==> src/rtl/ps2_keyboard_mmio.sv <==
// PS/2 keyboard receiver: synchronizes the keyboard pins, decodes 11-bit frames,
// queues good bytes in a small FIFO and exposes them as a 32-bit polled I/O word.
module ps2_keyboard_mmio #(
  parameter int FIFO_AW        = 3,
  parameter int TIMEOUT_CYCLES = 50000
) (
  input  logic        clk,
  input  logic        rst,
  input  logic        ps2_clk,
  input  logic        ps2_data,
  input  logic        rd,
  output logic [31:0] io_rdata,
  output logic        ready,
  output logic        overflow
);

  localparam int DEPTH = 1 << FIFO_AW;
  localparam int TW    = $clog2(TIMEOUT_CYCLES + 1);

  typedef enum logic [1:0] {
    IDLE  = 2'd0,
    SHIFT = 2'd1,
    CHECK = 2'd2
  } state_t;

  state_t state, state_next;

  logic          clk_s1, clk_s2, clk_prev;
  logic          data_s1, data_s2;
  logic          fall;
  logic [9:0]    shift_reg;
  logic [3:0]    bit_cnt;
  logic [TW-1:0] tmo_cnt;
  logic          tmo_hit;
  logic          frame_ok;

  logic [7:0]         mem [DEPTH];
  logic [FIFO_AW-1:0] wr_ptr, rd_ptr;
  logic [FIFO_AW:0]   count;
  logic               full;
  logic               pop, push_ok, drop;
  logic [7:0]         head_byte;

  // Pins idle high, so reset the synchronizers to 1 to avoid a phantom edge.
  always_ff @(posedge clk or posedge rst) begin
    if (rst) begin
      clk_s1   <= 1'b1;
      clk_s2   <= 1'b1;
      clk_prev <= 1'b1;
      data_s1  <= 1'b1;
      data_s2  <= 1'b1;
    end else begin
      clk_s1   <= ps2_clk;
      clk_s2   <= clk_s1;
      clk_prev <= clk_s2;
      data_s1  <= ps2_data;
      data_s2  <= data_s1;
    end
  end

  assign fall    = clk_prev & ~clk_s2;
  assign tmo_hit = (tmo_cnt == TW'(TIMEOUT_CYCLES));

  always_ff @(posedge clk or posedge rst) begin
    if (rst) begin
      state <= IDLE;
    end else begin
      state <= state_next;
    end
  end

  always_comb begin
    state_next = state;
    case (state)
      IDLE: begin
        if (fall && !data_s2) state_next = SHIFT;
      end
      SHIFT: begin
        if (fall && bit_cnt == 4'd10) state_next = CHECK;
        else if (!fall && tmo_hit)    state_next = IDLE;
      end
      CHECK:   state_next = IDLE;
      default: state_next = IDLE;
    endcase
  end

  // Shift register fills from the top so after ten samples it holds
  // {stop, parity, data[7:0]} with data bit 0 at position 0.
  always_ff @(posedge clk or posedge rst) begin
    if (rst) begin
      shift_reg <= '0;
      bit_cnt   <= '0;
      tmo_cnt   <= '0;
    end else begin
      case (state)
        IDLE: begin
          tmo_cnt <= '0;
          if (fall && !data_s2) begin
            bit_cnt   <= 4'd1;
            shift_reg <= '0;
          end
        end
        SHIFT: begin
          if (fall) begin
            shift_reg <= {data_s2, shift_reg[9:1]};
            bit_cnt   <= bit_cnt + 4'd1;
            tmo_cnt   <= '0;
          end else if (tmo_hit) begin
            bit_cnt <= '0;
            tmo_cnt <= '0;
          end else begin
            tmo_cnt <= tmo_cnt + 1'b1;
          end
        end
        default: begin
          bit_cnt <= '0;
          tmo_cnt <= '0;
        end
      endcase
    end
  end

  assign frame_ok = (state == CHECK) && shift_reg[9] && (^shift_reg[8:0]);

  // count only reaches DEPTH when full, so its top bit is the full flag.
  assign full    = count[FIFO_AW];
  assign ready   = (count != '0);
  assign pop     = rd && ready;
  assign push_ok = frame_ok && (!full || pop);
  assign drop    = frame_ok && full && !pop;

  always_ff @(posedge clk) begin
    if (push_ok) mem[wr_ptr] <= shift_reg[7:0];
  end

  always_ff @(posedge clk or posedge rst) begin
    if (rst) begin
      wr_ptr   <= '0;
      rd_ptr   <= '0;
      count    <= '0;
      overflow <= 1'b0;
    end else begin
      if (push_ok) wr_ptr <= wr_ptr + 1'b1;
      if (pop)     rd_ptr <= rd_ptr + 1'b1;
      case ({push_ok, pop})
        2'b10:   count <= count + 1'b1;
        2'b01:   count <= count - 1'b1;
        default: count <= count;
      endcase
      // A drop in the same cycle as a read must still be reported.
      if (drop)    overflow <= 1'b1;
      else if (rd) overflow <= 1'b0;
    end
  end

  assign head_byte = ready ? mem[rd_ptr] : 8'h00;
  assign io_rdata  = {22'b0, overflow, ready, head_byte};

endmodule
==> config.mk <==
export PLATFORM = sky130hd
export DESIGN_NAME = ps2_keyboard_mmio
export DESIGN_NICKNAME = d
export VERILOG_FILES = /design/src/rtl/ps2_keyboard_mmio.sv
export SDC_FILE = /design/constraint.sdc
export NUM_CORES = 1
export LEC_CHECK = 0
export CORE_ASPECT_RATIO = 1.5
export CORE_MARGIN = 10
export CORE_UTILIZATION = 40
export DETAILED_ROUTE_END_ITERATION = 10
export MAX_ROUTING_LAYER = met4
export REMOVE_ABC_BUFFERS = 1
export SLEW_MARGIN = 0
export SYNTH_ARGS = -nofsm -noshare
export SYNTH_HDL_FRONTEND = slang
export SYNTH_SLANG_ARGS = --single-unit
==> constraint.sdc <==
create_clock -name clk -period 3.5 [get_ports clk]
set_clock_uncertainty 0.1 [all_clocks]
set_input_delay 0.35 -clock clk [delete_from_list [all_inputs] [get_ports clk]]
set_output_delay 0.35 -clock clk [all_outputs]
set_load 0.02 [all_outputs]
==> results.yml, run 1 <==
clocking:
  clk_path_buf_depth: 2
  insertion_delay_ns: 0.35
  cts.clk_slew.worst_paths_ns: 0.07
  ctsHoldBuffers: 0
  cts-root-buf: "clkbuf_16"
  htreeDepth: 3
  cts_resized: 0
  clock_sinks: 112
  cts_tree: "built"
  post_cts_buffers: 0
  cts_buffers: 9
worst_setup_path:
  worstSetupPathType: "reg -> reg"
  cpMaxStageDelayCell: "xor3_1"
  cp-start-kind: "flop"
  cp-end-kind: "flop"
  crit_top_cell: "xor2_1"
  worst_path_largest_cell_delay_ns: 0.53
  cp.required_ns: 3.62
  crit_chain: "xor3_1 > and3b_1 > mux2i_4 > ha_1 > xor2_1 > ha_1 > a21oi_1 > xor2_1 > nor2_1 > xor2_1"
  crit_arrival_ns: 2.99
  crit_fanout: 11
die:
  die_w_microns: 111.4
  fp.dieH_microns: 157.2
  num_rows: 50
  core_area_sq_mm: 0.01239
  die_area_sq_mm: 0.01752
  io_pins: 39
  initial_core_util: 0.4051
layout:
  mostFrequentLayoutCells: "64 x edfxtp_1, 43 x dfrtp_1, 35 x nor2_1"
  area_delta_synth_final_pct: 11.45
  n_antenna_cell: 0
  final_common_cell: "edfxtp_1"
  fin_nets: 400
  largest_register_ffs: 64
  drive_gt1_frac: 0.1560
synth:
  avgSynthCellArea_sq_um: 13.94
  synthFlopType: "edfxtp_1"
  netlist_area_sq_mm: 0.005017
  synth_area_leader_cell: "edfxtp_1"
  async_flop_share: 0.4286
  synthCells: 360
  yosysSeqAreaShare: 0.6237
  synth.distinct_cells: 57
  synth-warning-count: 0
  synth_edf_count: 64
  synth.area.top_cells: "edfxtp_1 38%, dfrtp_1 21%, mux4_2 7.2%"
  yosys.area.top_type_share: 0.3830
  ys_seq_elements: 112
detailed_routing:
  wirelength_microns: 8671
  ant_nets: 0
  via_per_inst: 4.931
  wl_per_cell_microns: 15.85
  first_pass_iters: 4
  drt-initial-drc-count: 93
  num_vias: 2697
  drc: 0
sta:
  relSlewSlack: 0.3304
  fin_tns_setup_ns: 0
  rsz0062_at_grt: "no"
  fmax_ghz: 0.3488
  hold_viol: 0
  worst_slack_ns: 0.6328
  period_needed_ns: 2.867
  min_period_over_period: 0.8192
  drv_slew: 0
  setup_viol_count_final: 0
  worstMarginPinSlew_ns: 1.003
placement:
  dp_hpwl_microns: 5969
  place.gp.congestion: 0.7769
  place_ws_ns: 0.6312
  io_buffers: 16
global_routing:
  grt_pass1_wl_microns: 14370
  globalRouteTotalUtil: 0.1052
  antenna_found_initial: 0
  grt_max_degree: 49
  gr-total-overflow: 0
  grt_pass1_vias: 2797
pwr:
  power.density_mw_per_mm2: 609.5
  max-vdd-ir-drop_mv: 0.3656
  p_leak_nw: 2.244
min_path:
  hold_class: "reg -> reg"
run_status:
  status: "complete, no violations"
run:
  cap_violations: 0
[stage by stage]
stage	power [W]	instances	hold slack, ns	util	cell area [sq um]
4_1_cts	0.003456	547	0.2578	0.4514	5592
5_1_grt	0.003590	547	0.2593	0.4514	5592
3_3_place_gp	0.002499	531	0.2463	0.4293	5318
3_5_place_dp	0.002510	531	0.2476	0.4293	5318
6_report	0.003408	547	0.2561	0.4514	5592
2_1_floorplan	0.002224	347	0.2452	-	4872
[per-layer routing]
layer	wire length, microns	global-route usage	up-vias
met5	0	-	-
met1	3681	0.1143	1357
met2	4579	0.1819	33
li1	-	-	1296
met4	172	0.05095	0
met3	239	0.01981	11
[final timing paths]
kind                                                from               endpoint  slack (ns)  cells after the start
worst max-delay path            shift_reg[4]$_DFFE_PP0P_   count[2]$_DFFE_PP0P_        0.63                     10
worst min-delay path                    clk_s1$_DFF_PP1_       clk_s2$_DFF_PP1_        0.26                      0
worst max register to register  shift_reg[4]$_DFFE_PP0P_   count[2]$_DFFE_PP0P_        0.63                     10
worst min register to register          clk_s1$_DFF_PP1_       clk_s2$_DFF_PP1_        0.26                      0
max in group asynchronous                            rst  tmo_cnt[13]$_DFF_PP0_        2.22                      2
min in group asynchronous                            rst   tmo_cnt[6]$_DFF_PP0_        0.46                      2
[critical path, delay by kind of cell (launching register included)]
| family | cells | cell delay, ns |
|---|---|---|
| muxes | 1 | 0.25 |
| xor gates and xnor gates | 4 | 0.93 |
| AOI/OAI and AO/OA | 1 | 0.15 |
| DFF | 1 | 0.52 |
| adders and majority gates | 2 | 0.52 |
| and+or+nand+nor | 2 | 0.28 |
[area by class of cell]
class                   count  area, sq um
inverters                  19        71.32
fillers                  1149         6795
multi-input cells         216         1672
clock inverters             6        45.04
well taps                 156        195.2
repair buffers             28        250.2
flip-flops and latches    112         3129
clock buffers              10        229.0
[power by group]
group / total (W) / internal, W / switching, W
combinational: 0.000801 / 0.000418 / 0.000383
clock: 0.000948 / 0.000488 / 0.000459
sequential: 0.00166 / 0.00148 / 0.000174
[cell families after synthesis]
family | share of synthesized area
AO/OA/AOI/OAI | 0.03467
buffers and inverters | 0.05885
flip-flops | 0.6237
XOR/XNOR | 0.05137
AND/OR/NAND/NOR | 0.1085
adder cells (fa/ha/maj) | 0.02244
multiplexers | 0.09975
other | 0.0007474
[cell usage after synthesis, drive strengths merged (2+ instances only)]
cell type  count
inv           19
a31oi          2
nor2b          4
and3b          2
dfstp          5
a21oi          4
xor2          18
or2            2
nand2b         4
and3           5
ha             9
nand3         14
xnor2          6
nor4           2
o21ai         12
nor2          35
nand2         15
mux2i          9
or3            2
a311oi         2
buf           29
mux2           3
clkbuf         5
nor3           5
mux4          16
dfrtp         43
nor3b          3
nand4          4
edfxtp        64
Power figures use the tool's default switching activity.
==> inputs of run 2 (changes only) <==
- clock period: 3.5 -> 2.8 ns (I/O delays scaled with it)
==> run 2 against run 1 <==
Effect of this change:
- combinational power grew 34%
- die area is the same
- worst hold slack lost 0.14 ns
- maximum frequency grew 9.9%
- critical path depth is the same
- clock-buffer cell count grew 1
- non-clock buffer count grew 14
- clock power grew 27%
- critical endpoint is now count[3]$_DFFE_PP0P_
==> results.yml, run 2 (same netlist as run 1, synthesis figures left out) <==
worst_setup_path:
  r2r-end: "count[3]$_DFFE_PP0P_"
  r2r_cells: 10
  cp.required_ns: 2.97
  worstSetupPathType: "reg -> reg"
  cp-start-kind: "flop"
  crit_fanout: 6
  cp-end-kind: "flop"
  r2r_slack_ns: 0.19
  crit_arrival_ns: 2.78
  reg2reg_from: "shift_reg[7]$_DFFE_PP0P_"
clocking:
  cts_tree: "built"
  cts-root-buf: "clkbuf_16"
  clock_sinks: 112
  insertion_delay_ns: 0.35
  clk_path_buf_depth: 2
  cts_buffers: 9
  htreeDepth: 3
  cts.clk_slew.worst_paths_ns: 0.07
sta:
  min_period_over_period: 0.9321
  worstMarginPinSlew_ns: 0.5726
  worst_slack_ns: 0.1902
  hold_viol: 0
  fmax_ghz: 0.3832
  whs_ns: 0.1122
  rsz0062_at_grt: "no"
  drv_slew: 0
  relSlewSlack: 0.6183
  setup_viol_count_final: 0
  period_needed_ns: 2.610
  fin_tns_setup_ns: 0
detailed_routing:
  via_per_inst: 4.889
  ant_nets: 0
  num_vias: 2743
  first_pass_iters: 4
  wirelength_microns: 8986
  drt-initial-drc-count: 66
  drc: 0
  wl_per_cell_microns: 16.02
placement:
  io_buffers: 16
  dp_hpwl_microns: 6248
  place_ws_ns: 0.1078
  place.gp.congestion: 0.7641
layout:
  fillers: 1137
  largest_register_ffs: 64
  n_antenna_cell: 0
  area_delta_synth_final_pct: 13.82
  mostFrequentLayoutCells: "64 x edfxtp_1, 42 x dfrtp_1, 35 x nor2_1"
  fin_nets: 414
  drive_gt1_frac: 0.1877
  final_common_cell: "edfxtp_1"
pwr:
  max-vdd-ir-drop_mv: 0.4235
  power.density_mw_per_mm2: 757.2
  p_leak_nw: 2.312
  p_total_w: 0.004324
die:
  die_w_microns: 111.4
  io_pins: 39
  die_area_sq_mm: 0.01752
  initial_core_util: 0.4051
  num_rows: 50
  core_area_sq_mm: 0.01239
  fp.dieH_microns: 157.2
global_routing:
  grt_pass1_vias: 2944
  antenna_found_initial: 0
  grt_pass1_wl_microns: 14820
  grt_max_degree: 20
  gr-total-overflow: 0
  globalRouteTotalUtil: 0.1092
run:
  cap_violations: 0
min_path:
  hold_class: "in -> async"
run_status:
  status: "complete, no violations"
## run 2: cell count changes in the layout (fill, tap and decap cells not counted), sizes merged
| cell | previous run | this run |
|---|---|---|
| buf | 12 | 26 |
| clkinv | 3 | 1 |
| clkbuf | 10 | 11 |
| clkinvlp | 1 | 2 |
## run 2: layout make-up
| type | count | area (sq um) | share of cell area |
|---|---|---|---|
| Clock buffer | 11 | 232.7 | 0.04075 |
| Clock inverter | 5 | 41.29 | 0.007230 |
| Inverter | 19 | 71.32 | 0.01249 |
| Multi-Input combinational cell | 216 | 1672 | 0.2927 |
| Sequential cell | 112 | 3131 | 0.5482 |
| Tap cell | 156 | 195.2 | 0.03418 |
| Timing Repair Buffer | 42 | 367.9 | 0.06442 |
## run 2: worst max-delay path, cell delays in order, from the launching register on
cell and delay (ns):
dfrtp_1 0.40, xor2_1 0.16, xnor3_2 0.45, mux2i_4 0.32
ha_1 0.23, buf_4 0.15, a21o_1 0.09, a22oi_1 0.05
or2_2 0.28, a31oi_1 0.15, xor2_1 0.15
## run 2: worst max path at each step
stage                                        start  depth (start not counted)  slack, ns              endpoint
final                     shift_reg[7]$_DFFE_PP0P_                         10       0.19  count[3]$_DFFE_PP0P_
after global placement                          rd                         11       0.16  count[3]$_DFFE_PP0P_
after floorplan           shift_reg[7]$_DFFE_PP0P_                         10       0.18  count[2]$_DFFE_PP0P_
after detailed placement                        rd                         11       0.11  count[3]$_DFFE_PP0P_
after CTS                 shift_reg[7]$_DFFE_PP0P_                         10       0.13  count[3]$_DFFE_PP0P_
after global routing      shift_reg[7]$_DFFE_PP0P_                         10       0.01  count[3]$_DFFE_PP0P_
## run 2: power breakdown
| group | switching, W | internal (W) |
|---|---|---|
| Clock | 0.000584 | 0.000613 |
| Combinational | 0.000503 | 0.000569 |
| Sequential | 0.000198 | 0.00186 |
## run 2: layer usage
| layer | GRT usage | up-vias | wire (microns) |
|---|---|---|---|
| li1 | - | 1322 | - |
| met4 | 0.03683 | 0 | 76 |
| met1 | 0.1135 | 1380 | 3722 |
| met2 | 0.1951 | 36 | 4844 |
| met5 | - | - | 0 |
| met3 | 0.03048 | 5 | 342 |
## run 2: stage by stage
stage / instance area, sq um / utilization / std cells
CTS: 5695 / 0.4598 / 559
detailed placement: 5420 / 0.4376 / 543
floorplan: 4872 / - / 347
global route: 5710 / 0.4610 / 561
global placement: 5420 / 0.4376 / 543
finish: 5710 / 0.4610 / 561
## run 2: timing repair
action / in CTS / in global routing
resized for setup: 1 / 0
hold buffers: 0 / 0
setup endpoints to repair: 3 / 1
buffers inserted: 0 / 2
endpoints found under the hold margin: 0 / 0
==> inputs of run 3 (changes only) <==
- CTS_CLUSTER_DIAMETER: not set -> 30
==> results of run 3 <==
Final layout, timing and power as in run 2 (identical DEF).
